`src/rtl/ay_psg_core_if.sv`:
```
// Register port between the CPU interface and the PSG core.
//   addr : register select R0-R15
//   din  : write data
//   wr   : write strobe, one clk per write
//   dout : registered read data for addr, one clk latency
interface ay_psg_core_if;
  logic [3:0] addr;
  logic [7:0] din;
  logic       wr;
  logic [7:0] dout;

  modport master (output addr, output din, output wr, input dout);
  modport slave  (input addr, input din, input wr, output dout);
endinterface

```
`src/rtl/ay_psg_core.sv`:
```
// AY-3-8912-compatible three-channel tone/noise/envelope generator.
//   clk    : system clock
//   rst    : synchronous active-high reset
//   ce     : 1 MHz PSG clock-enable pulse
//   bus    : register port (addr/din/wr in, dout out)
//   ay_ch* : registered 8-bit log-scaled channel levels
module ay_psg_core (
  input  logic              clk,
  input  logic              rst,
  input  logic              ce,
  ay_psg_core_if.slave      bus,
  output logic [7:0]        ay_cha,
  output logic [7:0]        ay_chb,
  output logic [7:0]        ay_chc
);

  typedef enum logic {EnvRun, EnvHold} env_st_e;

  logic [15:0][7:0] regs_q, regs_d;
  logic [7:0]       dout_q;
  logic [2:0]       pre_q;
  logic             half_q;
  logic             tick, tick2;
  logic [4:0]       noise_cnt_q, noise_cnt_d;
  logic [16:0]      lfsr_q, lfsr_d;
  logic [15:0]      env_cnt_q, env_cnt_d;
  logic [3:0]       env_s_q, env_s_d;
  logic             env_dir_q, env_dir_d;
  env_st_e          env_st_q, env_st_d;
  logic [3:0]       env_lvl;
  logic [2:0][7:0]  ch_out;

  // Implemented bits per register; the rest are never stored and read 0.
  function automatic logic [7:0] reg_mask(input logic [3:0] a);
    case (a)
      4'd1, 4'd3, 4'd5, 4'd13: reg_mask = 8'h0F;
      4'd6, 4'd8, 4'd9, 4'd10: reg_mask = 8'h1F;
      default:                 reg_mask = 8'hFF;
    endcase
  endfunction

  // Shared wrap rule: wrap when cnt+1 >= period, period 0 acting as 1.
  function automatic logic hits(input logic [15:0] cnt, input logic [15:0] per);
    logic [16:0] nxt;
    logic [16:0] lim;
    nxt = {1'b0, cnt} + 17'd1;
    lim = (per == 16'd0) ? 17'd1 : {1'b0, per};
    return nxt >= lim;
  endfunction

  function automatic logic [7:0] vol(input logic [3:0] l);
    case (l)
      4'd0:  vol = 8'd0;    4'd1:  vol = 8'd1;
      4'd2:  vol = 8'd2;    4'd3:  vol = 8'd3;
      4'd4:  vol = 8'd4;    4'd5:  vol = 8'd6;
      4'd6:  vol = 8'd8;    4'd7:  vol = 8'd11;
      4'd8:  vol = 8'd16;   4'd9:  vol = 8'd23;
      4'd10: vol = 8'd32;   4'd11: vol = 8'd45;
      4'd12: vol = 8'd64;   4'd13: vol = 8'd90;
      4'd14: vol = 8'd128;  default: vol = 8'd180;
    endcase
  endfunction

  // Post-write register view; period compares use it so a write landing
  // on a wrap edge is honoured immediately.
  always_comb begin
    regs_d = regs_q;
    if (bus.wr) regs_d[bus.addr] = bus.din & reg_mask(bus.addr);
  end

  assign tick    = ce && (pre_q == 3'd7);
  assign tick2   = tick && half_q;
  assign env_lvl = env_dir_q ? env_s_q : 4'd15 - env_s_q;

  // Noise generator
  always_comb begin
    noise_cnt_d = noise_cnt_q;
    lfsr_d      = lfsr_q;
    if (tick2) begin
      if (hits({11'd0, noise_cnt_q}, {11'd0, regs_d[6][4:0]})) begin
        noise_cnt_d = '0;
        lfsr_d      = {lfsr_q[0] ^ lfsr_q[3], lfsr_q[16:1]};
      end else begin
        noise_cnt_d = noise_cnt_q + 5'd1;
      end
    end
  end

  // Envelope: level is derived from (s, dir); holding just freezes them.
  always_comb begin
    env_cnt_d = env_cnt_q;
    env_s_d   = env_s_q;
    env_dir_d = env_dir_q;
    env_st_d  = env_st_q;
    if (bus.wr && bus.addr == 4'd13) begin
      env_cnt_d = '0;
      env_s_d   = '0;
      env_dir_d = bus.din[2];
      env_st_d  = EnvRun;
    end else if (tick2) begin
      if (hits(env_cnt_q, {regs_d[12], regs_d[11]})) begin
        env_cnt_d = '0;
        if (env_st_q == EnvRun) begin
          if (env_s_q != 4'd15) begin
            env_s_d = env_s_q + 4'd1;
          end else if (!regs_q[13][3]) begin
            // s=15 with dir=0 gives level 0
            env_dir_d = 1'b0;
            env_st_d  = EnvHold;
          end else if (regs_q[13][0]) begin
            // flipping dir at s=15 inverts the held level
            if (regs_q[13][1]) env_dir_d = ~env_dir_q;
            env_st_d = EnvHold;
          end else begin
            env_s_d = '0;
            if (regs_q[13][1]) env_dir_d = ~env_dir_q;
          end
        end
      end else begin
        env_cnt_d = env_cnt_q + 16'd1;
      end
    end
  end

  always_ff @(posedge clk) begin
    if (rst) begin
      regs_q      <= '0;
      dout_q      <= '0;
      pre_q       <= '0;
      half_q      <= 1'b0;
      noise_cnt_q <= '0;
      lfsr_q      <= 17'd1;
      env_cnt_q   <= '0;
      env_s_q     <= '0;
      env_dir_q   <= 1'b0;
      env_st_q    <= EnvRun;
    end else begin
      regs_q      <= regs_d;
      dout_q      <= regs_d[bus.addr];
      noise_cnt_q <= noise_cnt_d;
      lfsr_q      <= lfsr_d;
      env_cnt_q   <= env_cnt_d;
      env_s_q     <= env_s_d;
      env_dir_q   <= env_dir_d;
      env_st_q    <= env_st_d;
      if (ce) begin
        pre_q <= pre_q + 3'd1;
        if (pre_q == 3'd7) half_q <= ~half_q;
      end
    end
  end

  // Per-channel tone generator and output stage
  for (genvar g = 0; g < 3; g++) begin : g_ch
    logic [11:0] cnt_q, cnt_d;
    logic        bit_q, bit_d;
    logic [11:0] per;
    logic [3:0]  lvl;
    logic        gate;
    logic [7:0]  out_q;

    assign per  = {regs_d[2*g+1][3:0], regs_d[2*g]};
    assign lvl  = regs_q[8+g][4] ? env_lvl : regs_q[8+g][3:0];
    assign gate = (bit_q | regs_q[7][g]) & (lfsr_q[0] | regs_q[7][3+g]);

    always_comb begin
      cnt_d = cnt_q;
      bit_d = bit_q;
      if (tick) begin
        if (hits({4'd0, cnt_q}, {4'd0, per})) begin
          cnt_d = '0;
          bit_d = ~bit_q;
        end else begin
          cnt_d = cnt_q + 12'd1;
        end
      end
    end

    always_ff @(posedge clk) begin
      if (rst) begin
        cnt_q <= '0;
        bit_q <= 1'b0;
        out_q <= '0;
      end else begin
        cnt_q <= cnt_d;
        bit_q <= bit_d;
        out_q <= gate ? vol(lvl) : 8'd0;
      end
    end

    assign ch_out[g] = out_q;
  end

  assign bus.dout = dout_q;
  assign ay_cha   = ch_out[0];
  assign ay_chb   = ch_out[1];
  assign ay_chc   = ch_out[2];

endmodule
```
`src/flat_wrapper.sv`:
```
// flat-port wrapper written by rule: the top's interface ports become plain ports
module ay_psg_core_flat 
  (clk, rst, ce, ay_cha, ay_chb, ay_chc, bus_addr, bus_din, bus_wr, bus_dout);
  ay_psg_core_if bus_i ();
  input  logic clk;
  input  logic rst;
  input  logic ce;
  output logic [7:0] ay_cha;
  output logic [7:0] ay_chb;
  output logic [7:0] ay_chc;
  input wire logic [$bits(bus_i.addr)-1:0] bus_addr;
  input wire logic [$bits(bus_i.din)-1:0] bus_din;
  input wire logic [$bits(bus_i.wr)-1:0] bus_wr;
  output wire logic [$bits(bus_i.dout)-1:0] bus_dout;
  assign bus_i.addr = bus_addr;
  assign bus_i.din = bus_din;
  assign bus_i.wr = bus_wr;
  assign bus_dout = bus_i.dout;
  ay_psg_core u_core (.clk(clk), .rst(rst), .ce(ce), .bus(bus_i), .ay_cha(ay_cha), .ay_chb(ay_chb), .ay_chc(ay_chc));
endmodule
```
`config.mk`:
```
export PLATFORM = sky130hd
export DESIGN_NAME = ay_psg_core_flat
export DESIGN_NICKNAME = d
export VERILOG_FILES = /design/src/rtl/ay_psg_core_if.sv /design/src/rtl/ay_psg_core.sv /design/src/flat_wrapper.sv
export SDC_FILE = /design/constraint.sdc
export NUM_CORES = 1
export LEC_CHECK = 0
export ABC_AREA = 1
export CORE_ASPECT_RATIO = 1.25
export CORE_MARGIN = 5
export CORE_UTILIZATION = 40
export DETAILED_ROUTE_END_ITERATION = 10
export GPL_ROUTABILITY_DRIVEN = 1
export PLACE_DENSITY = 0.6
export SETUP_SLACK_MARGIN = 0.5
export SLEW_MARGIN = 40
export SYNTH_ARGS = -nofsm -noshare
export SYNTH_HDL_FRONTEND = slang
export SYNTH_SLANG_ARGS = --single-unit
export TNS_END_PERCENT = 30
```
`constraint.sdc`:
```
create_clock -name clk -period 5.6 [get_ports clk]
set_input_delay 0.56 -clock clk [delete_from_list [all_inputs] [get_ports clk]]
set_output_delay 0.56 -clock clk [all_outputs]
set_load 0.1 [all_outputs]
```
# Word level (Yosys, flattened, before mapping)
# Memory sizes are Yosys's and may differ from the RTL's. A register that Yosys moved wholly into a read port is not among the register bits.
# Cells that the tools add are included.
[totals]
out_inout_bits = 32
register_bits = 223
memories = 4
rom_bits = 448
wordCells = 141
[classes]
n_reduce_logical = 24
n_mux = 35
eq_ne = 7
addsub = 13
order_cmp = 7
bitwise_logic = 20
[memory_table]
columns = ["memory", "words", "word_bits", "rd", "rd_clocked_by_memory_dff", "write_ports", "line_no", "text"]
rows = [
  ["(name not given)", 16, 8, 1, 1, 0, "ay_psg_core.sv:52", "case (l)"],
  ["(name not given)", 16, 8, 1, 1, 0, "ay_psg_core.sv:52", ""],
  ["(name not given)", 16, 8, 1, 1, 0, "ay_psg_core.sv:52", ""],
  ["(name not given)", 16, 4, 1, 0, 0, "ay_psg_core.sv:35", "case (a)"],
]
[ops]
columns = ["operator", "n"]
rows = [
  ["$bwmux W128", 1],
  ["$mux W128", 1],
  ["$ge A17 B17 Y1", 5],
  ["$mux W12", 6],
  ["$add A12 B1 Y13 const B", 3],
  ["$add A12 B1 Y12 const B", 3],
  ["$logic_not A12 Y1", 3],
  ["$bmux W8 S4", 1],
  ["$demux W8 S4", 1],
  ["$mux W16", 2],
  ["$mux W4", 7],
  ["$mux W8", 3],
  ["$add A16 B1 Y17 const B", 1],
  ["$add A16 B1 Y16 const B", 1],
  ["$logic_not A16 Y1", 1],
  ["$reduce_and A2 Y1", 6],
  ["$mux W1", 11],
  ["$mux W5", 2],
  ["$reduce_and A5 Y1", 2],
  ["$not A1 Y1", 9],
  ["$and A8 B8 Y8", 1],
  ["$reduce_or A2 Y1", 4],
  ["$add A5 B1 Y6 const B", 1],
  ["$or A1 B1 Y1", 6],
  ["17 further kinds", 25],
]

# Depth between registers and ports, before layout
# Gate-level depths: netlist of run 1.
[depth]
word_depth = 12
depth_mapped = 28
mapped_depth_nobuf = 26

# Worst setup path after synthesis of run 1
# Ideal clock, no wire load.
[synth_timing]
path_kind = "input port to flip-flop"
from = "in bus_addr[0]"
to = "reg u_core.lfsr_q[0]"
setup_ns = 0.133
setup_slack_ns = 1.808
arrival_time_ns = 3.658
required_ns = 5.467
cell_stages = 24
cell_sequence = "inv_1 -> clkbuf_1 -> clkbuf_1 -> ha_1 -> nand2_1 -> inv_1 -> nand2_2 -> clkinv_2 -> nand2_1 -> o21ai_2 -> nand3_1 -> o21ai_0 -> ha_1 -> o21ai_0 -> a21boi_0 -> o21ai_0 -> nand2_1 -> nand2_1 -> nand3_1 -> nand2_1 -> clkinv_1 -> buf_2 -> nand2_1 -> nand3_1"
[synth_via]
elab_chain_cells = 10
elab_cells_between_ends = 14
[synth_rtl]
columns = ["item", "line_no", "text"]
rows = [
  ["start, declared", "flat_wrapper.sv:11", "input wire logic [$bits(bus_i.addr)-1:0] bus_addr;"],
  ["$lt A4 B5 Y1 (implied by the code) or $ge A4 B1 Y1 (tied branches)", "ay_psg_core.sv:68", "if (bus.wr) regs_d[bus.addr] = bus.din & reg_mask(bus.addr);"],
  ["$logic_and A1 B1 Y1 (implied by the code)", "ay_psg_core.sv:68", ""],
  ["$mux W8 (implied by the code)", "ay_psg_core.sv:68", ""],
  ["$demux W8 S4", "-", ""],
  ["$bwmux W128 (*)", "ay_psg_core.sv:68", ""],
  ["$mux W128 (*)", "ay_psg_core.sv:68", ""],
  ["$logic_not A5 Y1", "ay_psg_core.sv:47", "lim = (per == 16'd0) ? 17'd1 : {1'b0, per};"],
  ["$mux W5 (*)", "ay_psg_core.sv:47", ""],
  ["$ge A17 B17 Y1 (*)", "ay_psg_core.sv:48", "return nxt >= lim;"],
  ["$reduce_and A2 Y1 (no source line) (*)", "-", ""],
  ["end signal, assigned", "ay_psg_core.sv:141", "lfsr_q <= lfsr_d;"],
  ["end, declared", "ay_psg_core.sv:25", "logic [16:0] lfsr_q, lfsr_d;"],
]
# Every way passes the cells marked *; elsewhere a longest branch is shown, timed or not. The select of a mux whose other input is x is not followed.
# A chain may end at the register's enable or synchronous reset.

# Final worst setup path of run 1
[layout_timing]
from = "in bus_addr[1]"
to = "reg u_core.env_cnt_q[3]"
[layout_via]
elab_chain_cells = 10
elab_cells_between_ends = 17
[layout_rtl]
columns = ["item", "line_no", "text"]
rows = [
  ["$lt A4 B5 Y1 (implied by the code) or $ge A4 B1 Y1 (tied branches)", "ay_psg_core.sv:68", ""],
  ["$logic_and A1 B1 Y1 (implied by the code)", "ay_psg_core.sv:68", ""],
  ["$mux W8 (implied by the code)", "ay_psg_core.sv:68", ""],
  ["$demux W8 S4", "-", ""],
  ["$bwmux W128", "ay_psg_core.sv:68", ""],
  ["$mux W128", "ay_psg_core.sv:68", ""],
  ["$logic_not A16 Y1", "ay_psg_core.sv:47", ""],
  ["$mux W16", "ay_psg_core.sv:47", ""],
  ["$ge A17 B17 Y1", "ay_psg_core.sv:48", ""],
  ["$mux W16", "ay_psg_core.sv:101", "if (hits(env_cnt_q, {regs_d[12], regs_d[11]})) begin"],
  ["end signal, assigned", "ay_psg_core.sv:142", "env_cnt_q <= env_cnt_d;"],
  ["end, declared", "ay_psg_core.sv:26", "logic [15:0] env_cnt_q, env_cnt_d;"],
]
# Several ways; a longest one is shown, not always the timed one. The select of a mux whose other input is x is not followed.

==> impl_metrics.toml, run 1 <==
[worst_setup_path]
worst_ep_arrival_time_ns = 4.69
crit_path_max_fanout = 34
crit_path_start_kind = "input pin"
critical_path_class = "input pin to register"
critPathRequiredTime_ns = 6.06
crit_path_end_kind = "register"

[synthesis]
synthDominantAreaCellType = "dfxtp_1"
avgSynthCellArea_um2 = 6.74
synth.cell_area_um2 = 13700
ys_top_cells_by_area = "dfxtp_1 36%, nand2_1 14%, nor2_1 7.5%"
netlist-cell-type-count = 43
postSynthCellCount = 2041
synth.net_count = 2127
async_flop_share_pct = 0
yosysWarnings = 0
synth-seq-area-share_pct = 36.0
area_share_of_the_largest_cell_type_after_synthesis_pct = 36.0
synth-edff-count = 0
synth_flop_cell = "dfxtp_1"
yosys_register_bits = 247

[finish]
finalNonFillerCells = 2510
layout_common_cells = "496 x nand2_1, 269 x nor2_1, 247 x dfxtp_1, 206 x inv_1, 153 x nand3_1"
num-fill-cells = 3554
nNetsFinal = 2146
layout.cells.most_common = "nand2_1"
layout-area-overhead-vs-synth_pct = 12.0
layout-drive-gt1-share_pct = 8.31
diodes = 0

[global_routing]
grt_max_degree = 81
grt_remaining_overflow = 0
grt_pass1_vias = 12553
globalRouteTotalUtil_pct = 20.2
grt_pass1_wl_mm = 63.6
antenna_found_initial = 0

[sta]
maxSlewHeadroom_pct = 44.0
grt_setup_unrepaired = "no"
post-route-min-period_ns = 4.23
layout_worst_path_cycle_share_pct = 75.5
finalHoldViolCount = 0
setup_total_negative_slack_ns = 0
slew_viol_final = 0
finClkSkew_ns = 0.0110
finalHoldWorstSlack_ns = 0.343
fmax_ghz = 0.237
setup_viol = 0
tightestPinTransition_ns = 0.838

[pwr]
design_power_total_w = 0.00409
power_density_over_the_cells_nw_per_um2 = 266
worst_ir_drop_on_vdd_mv = 0.223
power.static_leakage_nw = 6.88

[clock_network]
maximum_buffer_depth_of_the_clock_tree = 3
cts.reportedPaths.clkPinSlew_ns = 0.06
worst_skew_pair.late_latency_ns = 0.56
post-cts-setup-buffer-count = 0
tritoncts_num_sinks = 247
cts_hold_repair.buffers = 0
cts.htree.levels = 1
tritoncts.num_buffers = 28
tritoncts_clock_tree = "done"
cts-root-buf = "clkbuf_16"
cts_resized = 0

[floorplan]
die-width_um = 176
top_level_ports = 48
floorplan.initialDensity_pct = 40.2
placement_rows = 76
core_area_um2 = 34200
design.die.area_um2 = 38200
die_h_um = 217

[route]
firstDrtPassIters = 5
detail_route.wl_per_cell_um = 15.8
dr_total_vias = 13088
via_count_normalized_by_instance_count = 5.21
totalWireLength_mm = 39.7
final_antenna_violating_net_count = 0
detailedRoute.firstIterationViolations = 770
drc = 0

[run]
maxCapViolCount = 0

[placed_design]
finalWeightedCongestion = 0.925
dp.cells = 2459
io_buffer_count = 47
hpwl_detailed_mm = 28.9

[run_status]
outcome = "complete, no violations"

[worst_hold_path]
min_path_type = "input pin to register"
-- registers in the layout, summed over array words and instances (netlist names), 3 cells and up --
register / cells
u_core.g_ch.cnt_q: 36
u_core.regs_q: 128
u_core.bus.dout: 8
u_core.pre_q: 3
u_core.ay_chc: 8
u_core.ay_chb: 8
u_core.noise_cnt_q: 5
u_core.env_s_q: 4
u_core.ay_cha: 8
u_core.lfsr_q: 17
u_core.env_cnt_q: 16
u_core.g_ch.bit_q: 3
-- synth_stat cells, types with 8 or more instances --
| cell type | count |
|---|---|
| dfxtp_1 | 247 |
| o21ai_1 | 21 |
| nand2_2 | 8 |
| o21ai_0 | 87 |
| a21boi_0 | 10 |
| buf_2 | 14 |
| or2_2 | 30 |
| nand2_1 | 497 |
| nor2_1 | 273 |
| nand3b_1 | 27 |
| ha_1 | 70 |
| inv_2 | 8 |
| xor2_1 | 37 |
| o21ai_2 | 10 |
| o211ai_1 | 10 |
| a21oi_1 | 113 |
| inv_1 | 206 |
| nor3_1 | 22 |
| nand3_1 | 153 |
| clkbuf_1 | 55 |
| nand4_1 | 62 |
-- critical path, cell delays in order --
cell	delay, ns
clkdlybuf4s50_1	0.59
buf_4	0.42
ha_1	0.23
nand2_1	0.16
nor2_4	0.41
nand2_1	0.08
o21ai_0	0.32
nand4_1	0.17
nor2_1	0.13
nand4_1	0.09
o21ai_1	0.17
ha_1	0.25
inv_1	0.05
nor2_1	0.04
nand2_1	0.05
nor2_1	0.04
nand2_1	0.06
nand3_1	0.06
nor2_1	0.12
nand2_1	0.10
nand2_1	0.09
clkinv_1	0.24
a211oi_1	0.25
-- cell families (layout without fill, tap and decap cells) --
logic type | after synthesis | in the layout | synth area share (%)
compound gates | 287 | 287 | 11.8
xor+xnor | 42 | 42 | 2.68
fa+ha+maj | 70 | 70 | 6.37
buf+inv | 300 | 340 | 8.65
flops | 247 | 247 | 36.0
simple gates | 1095 | 1095 | 34.5
-- where the power goes --
group | internal, W | switching (W)
sequential | 0.00178 | 0.00000692
combinational | 0.000110 | 0.000302
clock | 0.00115 | 0.000743
total | 0.00304 | 0.00105
-- per-stage QoR --
step	instance area, µm²	utilization (%)	setup WS, ns
after floorplan	13700	-	1.81
after global placement	14600	42.6	0.865
after detailed placement	14400	42.1	0.858
after CTS	15400	44.9	1.41
after global routing	15400	45.0	1.04
final	15400	45.0	1.37
-- layer usage --
metal,wire length [µm],vias up,global-route usage [%]
li1,-,6679,-
met1,16400,5960,23.7
met2,19500,344,36.2
met3,1780,105,2.45
met4,1990,0,10.1
met5,0,-,0
-- worst paths after layout --
path,start,end,slack (ns),cells after the start
max,bus_addr[1],u_core.env_cnt_q[3]$_SDFFE_PP0P_,1.37,23
max reg2reg,u_core.g_ch[1].cnt_q[0]$_SDFFE_PP0P_,u_core.g_ch[1].cnt_q[0]$_SDFFE_PP0P_,2.19,15
min reg2reg,u_core.g_ch[0].cnt_q[11]$_SDFFE_PP0P_,u_core.g_ch[0].cnt_q[11]$_SDFFE_PP0P_,0.47,2
min,rst,u_core.g_ch[1].cnt_q[4]$_SDFFE_PP0P_,0.34,2
-- layout make-up --
| cell class | count | area [µm²] | area share [%] |
|---|---|---|---|
| multi-input combinational | 1494 | 7640 | 49.6 |
| sequential | 247 | 4940 | 32.1 |
| clock inverter | 8 | 95.1 | 0.618 |
| inverter | 219 | 826 | 5.36 |
| tap | 429 | 537 | 3.49 |
| timing repair buffer | 70 | 488 | 3.17 |
| clock buffer | 43 | 868 | 5.64 |
Note: power is estimated with default switching activity, not from simulation.
==> inputs of run 2 (changes only) <==
Settings changed: PLACE_DENSITY 0.6 to 0.62.
Clock period 5.6 ns to 3.4 ns, I/O delays scaled along.
==> run 2 against run 1 <==
Count of clock-buffer cells in the layout decreased by 2; routed wire length up 6.6%; power increased by 72%; sequential power grew 64%; global-route usage rose by 1.1 points; sequential share of layout area is 3.7 points lower; flip-flop and latch count did not move.
==> impl_metrics.toml, run 2 (same netlist as run 1, synthesis figures left out) <==
[pwr]
power_density_over_the_cells_nw_per_um2 = 404
seq_power_share_pct = 41.8
switchingPower_w = 0.00185
pwr-share-comb_pct = 12.8
worst_ir_drop_on_vdd_mv = 0.346
internal_power_w = 0.00519
power_switching_share_pct = 26.3
clock_network_power_share_pct = 45.5
design_power_total_w = 0.00705
power.static_leakage_nw = 8.03

[finish]
diodes = 0
layout.cells.most_common = "nand2_1"
regMostFlops = "u_core.regs_q"
layout_top_registers = "u_core.regs_q: 128 flops, u_core.g_ch.cnt_q: 36 flops, u_core.lfsr_q: 17 flops"
layout-area-overhead-vs-synth_pct = 26.9
num-fill-cells = 3373
layout-drive-gt1-share_pct = 20.1
finalNonFillerCells = 2707
multiInputGateArea_um2 = 8070
sequential_cell_area_um2 = 4950
design_area_um2 = 17400
nNetsFinal = 2342
layout_common_cells = "477 x nand2_1, 260 x nor2_1, 242 x dfxtp_1, 202 x buf_4, 197 x inv_1"
flip_flop_count_of_the_largest_register_all_copies_and_words_added = 128

[worst_setup_path]
critPathLaunch = "u_core.env_cnt_q[1]$_SDFFE_PP0P_"
number_of_cell_instances_on_the_worst_register_to_register_path = 20
crit_path_start_kind = "register"
critPathRequiredTime_ns = 3.89
rr_startpoint = "u_core.env_cnt_q[1]$_SDFFE_PP0P_"
worst_ep_arrival_time_ns = 3.30
crit_path_max_fanout = 7
crit_path_end_kind = "register"
critical_path_class = "register to register"

[placed_design]
io_buffer_count = 47
hpwl_detailed_mm = 30.7
finalWeightedCongestion = 0.931
dp.cells = 2633
dpl-instance-area_um2 = 15900

[global_routing]
antenna_found_initial = 0
grt_pass1_vias = 13170
grt_max_degree = 160
globalRouteTotalUtil_pct = 21.3
grt_pass1_wl_mm = 66.9
grt_remaining_overflow = 0

[clock_network]
tritoncts_num_sinks = 247
worst_skew_pair.late_latency_ns = 0.57
tritoncts.num_buffers = 29
cts-root-buf = "clkbuf_16"
cts.htree.levels = 1
tritoncts_clock_tree = "done"
cts.reportedPaths.clkPinSlew_ns = 0.06
maximum_buffer_depth_of_the_clock_tree = 3

[worst_hold_path]
min-delay-start = "rst"
min_delay_path_depth = 2
min_path_type = "input pin to register"

[sta]
post-route-min-period_ns = 2.81
finClkSkew_ns = 0.0201
finalHoldViolCount = 0
tightestPinTransition_ns = 0.799
layout_worst_path_cycle_share_pct = 82.7
maxSlewHeadroom_pct = 46.7
fmax_ghz = 0.356
grt_setup_unrepaired = "yes"
setup_viol = 0
finalHoldWorstSlack_ns = 0.0769
slew_viol_final = 0

[run]
maxCapViolCount = 0

[floorplan]
die_h_um = 217
die-width_um = 176
placement_rows = 76
design.die.area_um2 = 38200
floorplan.initialDensity_pct = 40.2
core_area_um2 = 34200
top_level_ports = 48

[run_status]
outcome = "complete, no violations"

[route]
totalWireLength_mm = 42.3
dr_total_vias = 13984
detail_route.wl_per_cell_um = 15.6
final_antenna_violating_net_count = 0
drc = 0
detailedRoute.firstIterationViolations = 848
via_count_normalized_by_instance_count = 5.17
firstDrtPassIters = 7
[run 2: final cells by class]
class / count / area share (%)
clock inverters: 12 / 0.875
inverters: 219 / 4.91
well taps: 429 / 3.08
clock buffers: 41 / 4.76
multi-input cells: 1495 / 46.3
flip-flops and latches: 247 / 28.4
repair buffers: 263 / 11.7
repair inverters: 1 / 0.0287
[run 2: critical path: stages, from the launching register on]
cell and delay (ns):
dfxtp_2 0.34, ha_2 0.21, nand3_2 0.14, nor2_4 0.13, nand2_2 0.09, nor2_2 0.13
nand2_1 0.10, xor2_2 0.16, inv_1 0.08, ha_1 0.32, nand2_2 0.08, nor2_1 0.05
nand2_1 0.06, nand2_1 0.05, nand2_1 0.08, nand3_2 0.10, nor2_4 0.13, nand2_4 0.10
nor2_4 0.18, nand2_1 0.10, a21oi_2 0.12
[run 2: path summary, 6_finish.rpt]
path,end,slack [ns]
setup / recovery,u_core.env_cnt_q[13]$_SDFFE_PP0P_,0.59
hold / removal,u_core.regs_q[98]$_SDFF_PP0_,0.08
setup reg to reg,u_core.env_cnt_q[13]$_SDFFE_PP0P_,0.59
hold reg to reg,u_core.regs_q[108]$_SDFF_PP0_,0.46
[run 2: layer usage]
metal	vias up	track usage [%]	share of wire (%)	routed length (µm)
met4	0	10.8	5.3	2240
li1	7093	-	-	-
met2	316	38.5	50	21300
met1	6462	24.9	41	17200
met5	-	0	0	0
met3	113	2.14	3.9	1640
[run 2: power groups by stage]
stage	Combinational (W)	Sequential, W	Clock [W]
after detailed placement	0.000827	0.00300	0
after floorplan	0.000448	0.00304	0
after global placement	0.000827	0.00300	0
final	0.000901	0.00294	0.00320
after CTS	0.000852	0.00294	0.00328
after global routing	0.000978	0.00294	0.00339
[run 2: through the flow]
step	setup TNS [ns]	util [%]	setup WS, ns
floorplan	0	-	0.503
global placement	-9.85	46.9	-0.232
detailed placement	-14.30	46.4	-0.287
CTS	0	49.8	0.481
global route	0	51.0	0.422
finish	0	51.0	0.588
[run 2: what timing repair did]
action / CTS / global route
setup endpoints to repair: 83 / 83
pin swaps: 12 / 23
hold buffers: 0 / 0
cloned: 2 / 2
gates resized for setup: 32 / 74
buffers inserted: 4 / 13
==> inputs of run 3 (changes only) <==
Clock period 3.4 ns to 2.55 ns, I/O delays scaled along.
==> run 3 against run 2 <==
The flow now finishes with violations (setup timing); flip-flop and latch count unchanged; routed wire length increased by 8.6%; worst setup slack got worse by 0.77 ns; clock power increased by 29%; critical path depth decreased by 2; final cell count increased by 5.5%; count of clock-buffer cells in the layout increased by 2; first-iteration DRC count decreased by 3.2%; register-to-register slack got worse by 0.77 ns; via count increased by 4.5%; non-clock buffer count increased by 151; sequential share of layout area decreased by 3.1 points.
==> impl_metrics.toml, run 3 (same netlist as run 1, synthesis figures left out) <==
[sta]
fmax_ghz = 0.366
grt_setup_unrepaired = "yes"
finalHoldViolCount = 0
slew_viol_final = 0
post-route-min-period_ns = 2.73
setup_total_negative_slack_ns = -3.02
maxSlewHeadroom_pct = 47.5
layout_worst_path_cycle_share_pct = 107
finClkSkew_ns = 0.0131
tightestPinTransition_ns = 0.787
setup_viol = 22
postLayoutSetupSlackWorst_ns = -0.181

[worst_setup_path]
worstPathCellList = "nand3_2 > inv_2 > nand2_4 > nor2_4 > nand2_2 > nor3_2 > nand2_1 > xor2_1 > ha_1 > inv_1 > nor2_1 > nor2_1 > nand3_2 > nor2_4 > nand2_4 > nor2_4 > nand2_1 > a21oi_1"
maximum_cell_stage_delay_along_the_critical_path_ns = 0.37
crit_path_end_kind = "register"
critical_path.n_buffers_inverters = 2
number_of_cell_instances_on_the_worst_register_to_register_path = 18
worst_ep_arrival_time_ns = 3.22
crit_path_start_kind = "register"
critical_path_class = "register to register"
cpMaxStageDelayCell = "dfxtp_4"
regToRegSetupSlack_ns = -0.18
critPathTopFamily = "simple AND/OR/NAND/NOR gates"
critical_r2r_capture = "u_core.env_cnt_q[11]$_SDFFE_PP0P_"
cp_common_cell = "nor2_4"
critPathRequiredTime_ns = 3.04
rr_startpoint = "u_core.env_cnt_q[0]$_SDFFE_PP0P_"
crit_path_max_fanout = 7

[placed_design]
setup_ws_pre_cts_ns = -1.09
hpwl_detailed_mm = 33.2
finalWeightedCongestion = 0.934
io_buffer_count = 47

[global_routing]
grt_met1_usage_pct = 26.8
groute.layer.met2.usage_pct = 43.1
grt_pass1_vias = 14605
met3_usage_pct = 2.54
globalRouteTotalUtil_pct = 23.4
antenna_found_initial = 0
grt_pass1_wl_mm = 73.4
grt.busiest_layer = "met2"
grt_max_degree = 71
grt_remaining_overflow = 0

[finish]
flip_flop_count_of_the_largest_register_all_copies_and_words_added = 128
layout-drive-gt1-share_pct = 31.8
diodes = 0
nNetsFinal = 2491
layout.cells.most_common = "nand2_1"
layout_top_registers = "u_core.regs_q: 128 flops, u_core.g_ch.cnt_q: 36 flops, u_core.lfsr_q: 17 flops"
layout_common_cells = "439 x nand2_1, 369 x buf_4, 235 x nor2_1, 231 x dfxtp_1, 175 x inv_1"
regMostFlops = "u_core.regs_q"
layout-area-overhead-vs-synth_pct = 43.5

[floorplan]
placement_rows = 76
core_area_um2 = 34200
design.die.area_um2 = 38200
die_h_um = 217
die-width_um = 176
floorplan.initialDensity_pct = 40.2
top_level_ports = 48

[run_status]
violations = "setup timing"
outcome = "complete, but fails checks"

[route]
drc = 0
firstDrtPassIters = 5
detailedRoute.firstIterationViolations = 821
dr_total_vias = 14616
via_count_normalized_by_instance_count = 5.12
totalWireLength_mm = 46.0
detail_route.wl_per_cell_um = 16.1
final_antenna_violating_net_count = 0

[clock_network]
cts.htree.levels = 1
cts.reportedPaths.clkPinSlew_ns = 0.06
tritoncts_clock_tree = "done"
worst_skew_pair.late_latency_ns = 0.56
tritoncts_num_sinks = 247
maximum_buffer_depth_of_the_clock_tree = 3
cts-root-buf = "clkbuf_16"
tritoncts.num_buffers = 28

[pwr]
power_density_over_the_cells_nw_per_um2 = 475
power.static_leakage_nw = 8.90
worst_ir_drop_on_vdd_mv = 0.472

[run]
maxCapViolCount = 0

[worst_hold_path]
worstHoldEndpoint = "u_core.g_ch[0].bit_q$_SDFFE_PP0P_"
min-delay-start = "rst"
min_delay_path_depth = 4
min_path_type = "input pin to register"
## run 3: changes by cell type in the layout (fill, tap and decap cells not counted), sizes merged
cell / delta
buf: +157
bufinv: -1
clkbuf: +1
clkdlybuf4s50: -3
clkinv: +2
clkinvlp: -2
dlygate4sd2: +3
dlymetal6s2s: -5
inv: -3
## run 3: per-layer routing
layer  vias up  share of wire (%)
met5         -                  0
met4         0                5.2
met3       112                3.9
met2       291                 51
met1      6830                 39
li1       7383                  -
## run 3: worst max path at each step
stage | cells after the start | slack [ns] | to | start
after global placement | 18 | -1.03 | u_core.g_ch[0].cnt_q[9]$_SDFFE_PP0P_ | bus_addr[1]
final | 18 | -0.18 | u_core.env_cnt_q[11]$_SDFFE_PP0P_ | u_core.env_cnt_q[0]$_SDFFE_PP0P_
after detailed placement | 18 | -1.09 | u_core.g_ch[0].cnt_q[10]$_SDFFE_PP0P_ | bus_addr[1]
after CTS | 22 | -0.13 | u_core.env_s_q[2]$_SDFFE_PP0P_ | u_core.env_cnt_q[0]$_SDFFE_PP0P_
after global routing | 18 | -0.37 | u_core.env_cnt_q[11]$_SDFFE_PP0P_ | u_core.env_cnt_q[0]$_SDFFE_PP0P_
after floorplan | 23 | -0.25 | u_core.env_cnt_q[9]$_SDFFE_PP0P_ | bus_addr[0]
## run 3: tightest hold or removal path: stages
cell	delay (ns)
buf_4	0.13
inv_1	0.21
nand2_1	0.13
nor2_1	0.03
## run 3: metrics by stage
stage | cell area (µm²) | utilization, % | cells | hold WS [ns] | total power (W)
after floorplan | 14000 | - | 2041 | 0.402 | 0.00465
after global placement | 17000 | 49.7 | 2769 | 0.447 | 0.00516
after detailed placement | 17000 | 49.7 | 2769 | 0.461 | 0.00517
after CTS | 19200 | 56.0 | 2844 | 0.194 | 0.00944
after global routing | 19700 | 57.6 | 2856 | 0.254 | 0.00974
final | 19700 | 57.6 | 2856 | 0.245 | 0.00937
## run 3: cell type report
class	count	area [µm²]
clock inverter	9	98.8
fill	3212	14500
inverter	219	897
sequential	247	4980
tap	429	537
multi-input combinational	1495	9050
timing repair buffer	414	3320
clock buffer	43	838
## run 3: where the power goes
part	switching, W	leakage (nW)	internal, W
Clock	0.00167	0.466	0.00246
Combinational	0.000798	6.43	0.000533
Sequential	0.0000164	2.00	0.00390
Total	0.00249	8.90	0.00689
## run 3: repair_timing
action / in CTS / in global routing
setup buffers: 20 / 12
gates resized for setup: 277 / 115
gates cloned: 3 / 0
pin swaps: 130 / 108
hold buffers: 0 / 0
hold endpoints to repair: 0 / 0
setup endpoints to repair: 91 / 88
